[src/rtl/wavelet_inv_lift.sv]
// Inverse integer lifting stage: rebuilds even/odd pixel pairs from (L, H) coefficients
// and streams them out even-first, flagging the odd pixel that closes each line.
module wavelet_inv_lift #(
  parameter int W          = 8,
  parameter int LINE_PAIRS = 32
) (
  input  logic         clk,
  input  logic         rst,
  input  logic         in_valid,
  output logic         in_ready,
  input  logic [W-1:0] in_l,
  input  logic [W-1:0] in_h,
  output logic         out_valid,
  input  logic         out_ready,
  output logic [W-1:0] out_pix,
  output logic         out_last
);

  localparam int CW = (LINE_PAIRS > 1) ? $clog2(LINE_PAIRS) : 1;
  localparam logic [CW-1:0] LAST_PAIR = CW'(LINE_PAIRS - 1);

  localparam logic [0:0] EVEN = 1'b0;
  localparam logic [0:0] ODD  = 1'b1;

  logic          s1Valid_q, s1Valid_d;
  logic [W-1:0]  o1_q, o1_d;
  logic [W-1:0]  h1_q, h1_d;
  logic          s2Valid_q, s2Valid_d;
  logic [W-1:0]  e2_q, e2_d;
  logic [W-1:0]  o2_q, o2_d;
  logic [0:0]    phase_q, phase_d;
  logic [CW-1:0] pairCnt_q, pairCnt_d;

  logic outXfer;
  logic oddXfer;
  logic s1Adv;
  logic inXfer;

  assign outXfer  = s2Valid_q && out_ready;
  assign oddXfer  = outXfer && (phase_q == ODD);
  assign s1Adv    = s1Valid_q && (!s2Valid_q || ((phase_q == ODD) && out_ready));
  assign in_ready = !s1Valid_q || s1Adv;
  assign inXfer   = in_valid && in_ready;

  assign out_valid = s2Valid_q;
  assign out_pix   = (phase_q == ODD) ? o2_q : e2_q;
  assign out_last  = (phase_q == ODD) && (pairCnt_q == LAST_PAIR);

  // Undo the forward steps in reverse order; all arithmetic wraps at W bits.
  always_comb begin
    s1Valid_d = s1Valid_q;
    o1_d      = o1_q;
    h1_d      = h1_q;
    if (s1Adv) s1Valid_d = 1'b0;
    if (inXfer) begin
      s1Valid_d = 1'b1;
      o1_d      = in_l - (in_h >> 2);
      h1_d      = in_h;
    end
  end

  // A pair moving in from s1 takes priority so s2 reloads on the odd transfer without a bubble.
  always_comb begin
    s2Valid_d = s2Valid_q;
    e2_d      = e2_q;
    o2_d      = o2_q;
    phase_d   = phase_q;
    pairCnt_d = pairCnt_q;
    if (s1Adv) begin
      s2Valid_d = 1'b1;
      e2_d      = h1_q + (o1_q >> 1);
      o2_d      = o1_q;
      phase_d   = EVEN;
    end else if (oddXfer) begin
      s2Valid_d = 1'b0;
      phase_d   = EVEN;
    end else if (outXfer) begin
      phase_d   = ODD;
    end
    if (oddXfer) begin
      pairCnt_d = (pairCnt_q == LAST_PAIR) ? '0 : pairCnt_q + CW'(1);
    end
  end

  always_ff @(posedge clk or posedge rst) begin
    if (rst) begin
      s1Valid_q <= 1'b0;
      o1_q      <= '0;
      h1_q      <= '0;
      s2Valid_q <= 1'b0;
      e2_q      <= '0;
      o2_q      <= '0;
      phase_q   <= EVEN;
      pairCnt_q <= '0;
    end else begin
      s1Valid_q <= s1Valid_d;
      o1_q      <= o1_d;
      h1_q      <= h1_d;
      s2Valid_q <= s2Valid_d;
      e2_q      <= e2_d;
      o2_q      <= o2_d;
      phase_q   <= phase_d;
      pairCnt_q <= pairCnt_d;
    end
  end

endmodule

[config.mk]
export PLATFORM = sky130hd
export DESIGN_NAME = wavelet_inv_lift
export DESIGN_NICKNAME = d
export VERILOG_FILES = /design/src/rtl/wavelet_inv_lift.sv
export SDC_FILE = /design/constraint.sdc
export NUM_CORES = 1
export LEC_CHECK = 0
export ABC_AREA = 1
export CORE_ASPECT_RATIO = 1.1
export CORE_MARGIN = 2
export CORE_UTILIZATION = 50
export DETAILED_ROUTE_END_ITERATION = 10
export GPL_TIMING_DRIVEN = 0
export PLACE_DENSITY = 0.71
export SLEW_MARGIN = 5
export SYNTH_ARGS = -nofsm -noshare
export SYNTH_HDL_FRONTEND = slang
export SYNTH_SLANG_ARGS = --single-unit
[constraint.sdc]
create_clock -name clk -period 1.71 [get_ports clk]
set_input_delay 0.513 -clock clk [delete_from_list [all_inputs] [get_ports clk]]
set_output_delay 0.513 -clock clk [all_outputs]
set_load 0.05 [all_outputs]
### Word level (Yosys, flattened, before mapping)

Index checks and enable logic that the tools add are counted.

* register bits: 40
* input port bits: 20

* add/subtract/negate cells: 3
* equal/unequal tests: 1
* muxes and demuxes: 9
* reductions and logical operators: 13

Operators by type and width (number)
* 8-bit by 7-bit adder with 8-bit output: 1
* 8-bit two-way mux: 1
* 8-bit by 6-bit subtractor with 8-bit output: 1
* 1-bit two-way mux: 7
* 1-bit logical AND: 6
* 5-bit by 1-bit adder with 5-bit output, second input constant: 1
* 5-bit == test, second input constant: 1
* 5-bit two-way mux: 1
* 2-bit nonzero test: 2
* 3-bit nonzero test: 1
* 1-bit zero test: 2
* 1-bit logical OR: 2

### Depth between registers and ports, before layout

* depth in word-level cells: 6
* mapped depth: 11
* gate-level depth less buffers: 11

### Worst setup path before layout

Ideal clock, no wire load.

* path kind: reg2out
* start point: register phase_q
* end point: output out_pix[3]
* arrival time: 1.775 ns
* path slack: -0.578 ns
* cell stages (with the launch flop): 3
* path buffers: 1
* cell sequence: dfrtp_1 clkbuf_1 o21ai_0

* word-level cells in the longest chain between the ends: 1

RTL lines
* start, declared: line 31 `logic [0:0] phase_q, phase_d;`
* start signal, assigned: line 102 `phase_q <= phase_d;`
* 8-bit two-way mux: line 46 `assign out_pix = (phase_q == ODD) ? o2_q : e2_q;`
* end, declared: line 15 `output logic [W-1:0] out_pix,`

Every way passes these cells.

### Final worst setup path

* start point: register pairCnt_q[0]
* end point: output out_last

* word-level cells in the longest chain between the ends: 2

RTL lines
* start, declared: line 32 `logic [CW-1:0] pairCnt_q, pairCnt_d;`
* start signal, assigned: line 103 `pairCnt_q <= pairCnt_d;`
* 5-bit == test: line 47 `assign out_last = (phase_q == ODD) && (pairCnt_q == LAST_PAIR);`
* 1-bit logical AND: line 47
* end, declared: line 16 `output logic out_last`

Every way passes these cells.

==> out/results.tsv <==
stage	metric	value	unit
run_status	status	finished, violations left	
run_status	failing checks	negative setup slack	
layout	share of cells above drive strength 1	31.4	%
route	DR pass1 iterations	4	
sta	Tmin final	1930	ps
power_and_ir_drop	Sw Share	45.8	%
floorplanning	num rows	25	
logic_synthesis	share of the synthesized area in the top cell type	43.2	%
place	post-place setup slack	-881	ps
sta	# setup viols final	8	
flow_run	# Max-Cap Violations	0	
logic_synthesis	Synth Flop Type	dfrtp_1	
logic_synthesis	most common cell in the netlist	nand2_1	
logic_synthesis	Adder-Cell Fraction of Synth Area	9.84	%
setup_path	CP Capture Type	output pin	
sta	Slew Viols, Final	0	
logic_synthesis	post-synthesis cell type count	27	
clocking	number of buffers created by CTS	5	
sta	RSZ-0062 raised after global routing	true	
global_route	GRT Total Usage	21.9	%
setup_path	CP arrival	1420	ps
global_route	largest net degree at the start of global routing	41	
layout	Finished Cell Area	0.00320	sq mm
route	Vias per Instance	4.94	
setup_path	crit path kind	register to output pin	
sta	Max Clock Freq	517	MHz
global_route	first-pass GRT wire length	8470	microns
logic_synthesis	Mapped Area	0.00231	sq mm
place	# port buffers	30	
place	placed wire-length estimate	3430	microns
sta	skew final	9.35	ps
sta	worst setup margin	-223	ps
logic_synthesis	Syn Inst Count	298	
power_and_ir_drop	Worst VDD drop	0.827	mV
logic_synthesis	largest cells by area after synthesis	dfrtp_1 (43%), nand2_1 (19%), ha_1 (8.1%), inv_1 (5.4%), nand3_1 (3.7%)	
floorplanning	Initial Utilization	52.9	%
layout	Syn-to-layout area delta	38.4	%
route	drt initial violations	141	
power_and_ir_drop	Combinational Power Share	61.2	%
clocking	CTS tree	yes	
route	Detail Route Antenna Nets	0	
route	DR WL/cell	12.3	microns
clocking	Worst-Skew Late Latency	290	ps
clocking	clk sinks	40	
power_and_ir_drop	clock power share	10.7	%
logic_synthesis	cell taking the most area after synthesis	dfrtp_1	
route	final WL	5000	microns
floorplanning	Die X	68.9	microns
power_and_ir_drop	sequential share of power	28.1	%
global_route	initial antenna violation count	0	
logic_synthesis	FF+latch count, synth	40	
sta	fraction of the cycle the final worst path needs	113	%
logic_synthesis	register area share after synthesis	43.2	%
route	DRC errors left	0	
global_route	total global routing overflow	0	
layout	fill count	328	
floorplanning	# IOs	31	
sta	Hold Violations, Final	0	
clocking	Clock Tree Root	clkbuf_8	
place	DP Area	0.00268	sq mm
global_route	vias in the first global route	1925	
place	routability cong.	0.769	
floorplanning	Die Area	0.00519	sq mm
power_and_ir_drop	P per Cell Area	1940	mW/mm^2
logic_synthesis	Synth Area in Simple Gates	30.1	%
power_and_ir_drop	P_int	3.37	mW
logic_synthesis	synth warn	0	
logic_synthesis	number of flops mapped to enable cells by yosys	0	
hold_path	HP Class	register to register	
setup_path	WP data required	1200	ps
layout	nets	390	
logic_synthesis	Synth async-reset ratio	100	%
logic_synthesis	post-synthesis compound-gate area fraction	8.59	%
floorplanning	Die Ht	75.4	microns
sta	headroom to the max-slew limit	46.1	%
clocking	CTS max path bufs	2	
power_and_ir_drop	Net Sw Power	2.85	mW
layout	diode count	0	
logic_synthesis	largest family of logic cells by synthesized area	simple AND/OR/NAND/NOR gates	
floorplanning	Core ar.	0.00438	sq mm
sta	Least-Margin Pin Slew	807	ps
clocking	H-tree levels	2	
power_and_ir_drop	Leakage	1.69	nW
layout	multi-input combinational cell area	0.00133	sq mm
layout	register area	0.00100	sq mm
logic_synthesis	Syn Nets	335	
clocking	CTS Hold Buffers Added	0	
clocking	Reg clk slew, reported paths	70	ps
logic_synthesis	commonest cells in the netlist	nand2_1 (115), dfrtp_1 (40), inv_1 (33)	
logic_synthesis	post-synthesis xor/xnor area fraction	0.378	%
logic_synthesis	Synth Area per Inst	7.77	sq um
setup_path	crit-path max FO	2	
setup_path	Worst setup SP type	register	
logic_synthesis	multiplexer share of the synthesized area	0	%
route	via count	2016	
## cells by family (layout without fill, tap and decap cells)
kind of cell | Yosys count | after routing
buffers and inverters | 43 | 99
adders and majority gates | 17 | 17
AOI/OAI and AO/OA | 35 | 35
and+or+nand+nor | 162 | 162
xor gates and xnor gates | 1 | 1
DFF | 40 | 40
## metal layers
layer	vias to the layer above	wire [microns]	GRT usage, %
met5	-	0	0
met4	0	71	7.19
met3	7	123	3.55
met2	31	2580	37.6
li1	1053	-	-
met1	925	2230	28.4
## repair_timing
item                                    CTS  global route
endpoints found under the setup margin   17            18
pin swaps                                20            24
cloned                                    1             0
setup buffers                            11             7
resized for setup                       120            45
## sequential cells by signal, indices dropped and copies added (netlist names)
signal and flops:
h1_q 8, o2_q 8, phase_q 1, s1Valid_q 1
e2_q 8, out_valid 1, pairCnt_q 5, o1_q 8
## cell usage in the layout, fill, tap and decap left out, types with 2 or more instances in the layout
master | synthesis | final
o21ai_0 | 9 | 5
nand3b_1 | 5 | 5
ha_4 | 0 | 4
o21ai_2 | 1 | 3
inv_1 | 33 | 23
ha_2 | 0 | 4
nand3_2 | 0 | 2
nor2_1 | 9 | 7
inv_2 | 4 | 13
clkdlybuf4s50_1 | 0 | 10
fa_2 | 0 | 2
nand2_2 | 2 | 13
dfrtp_2 | 0 | 2
o22ai_1 | 5 | 5
dlymetal6s2s_1 | 0 | 6
clkbuf_2 | 0 | 2
nor3_1 | 2 | 2
nor2_2 | 1 | 3
ha_1 | 15 | 7
a21oi_1 | 9 | 9
or2_2 | 8 | 6
buf_6 | 2 | 10
clkbuf_8 | 0 | 7
dfrtp_1 | 40 | 38
or2_4 | 0 | 2
o21ai_4 | 0 | 2
o21ai_1 | 9 | 9
buf_4 | 1 | 15
buf_8 | 0 | 7
nor2_4 | 2 | 2
nand3_1 | 17 | 15
nand2_4 | 0 | 8
nand2_1 | 115 | 96
## worst paths after layout
| kind | startpoint | to | slack, ps | cells after the start |
|---|---|---|---|---|
| min in group asynchronous | rst | out_valid$_DFFE_PP0N_ | 700 | 2 |
| max | pairCnt_q[0]$_DFFE_PP0P_ | out_last | -220 | 7 |
| max reg2reg | phase_q$_DFFE_PP0P_ | o1_q[6]$_DFFE_PP0P_ | 90 | 9 |
| min reg2reg | pairCnt_q[3]$_DFFE_PP0P_ | pairCnt_q[3]$_DFFE_PP0P_ | 480 | 1 |
| max in group asynchronous | rst | phase_q$_DFFE_PP0P_ | 440 | 2 |
| min | pairCnt_q[3]$_DFFE_PP0P_ | pairCnt_q[3]$_DFFE_PP0P_ | 480 | 1 |
## final cells by class
class	count	area share, %
Timing Repair Buffer	48	15.3
Inverter	37	4.73
Buffer	6	1.80
Multi-Input combinational cell	215	41.6
Tap cell	54	2.11
Sequential cell	40	31.3
Clock buffer	8	3.13
## worst max-delay path: stages, from the launching register on
cell	delay, ps
dfrtp_1	360
ha_2	190
inv_2	40
nor2_2	100
ha_2	190
nand2_2	70
inv_2	60
buf_8	130
## metrics by stage
| step | util [%] | std cells | hold slack, ps | TNS, ps | power (mW) |
|---|---|---|---|---|---|
| finish | 73.1 | 408 | 475 | -534 | 6.22 |
| global route | 73.1 | 408 | 511 | -1140 | 6.75 |
| CTS | 69.7 | 402 | 473 | -812 | 5.95 |
| detailed placement | 61.3 | 382 | 458 | -14230 | 4.70 |
| global placement | 61.3 | 382 | 456 | -35040 | 4.62 |
| floorplan | - | 298 | 442 | -663 | 3.92 |
## power by group through the flow
stage	Combinational (mW)	Clock, mW	Sequential [mW]
2_1_floorplan	2.25	0	1.67
3_3_place_gp	2.92	0	1.71
3_5_place_dp	2.98	0	1.72
4_1_cts	3.56	0.691	1.70
5_1_grt	4.20	0.734	1.81
6_report	3.80	0.666	1.75
No activity file was read; power rests on OpenSTA's default activity.
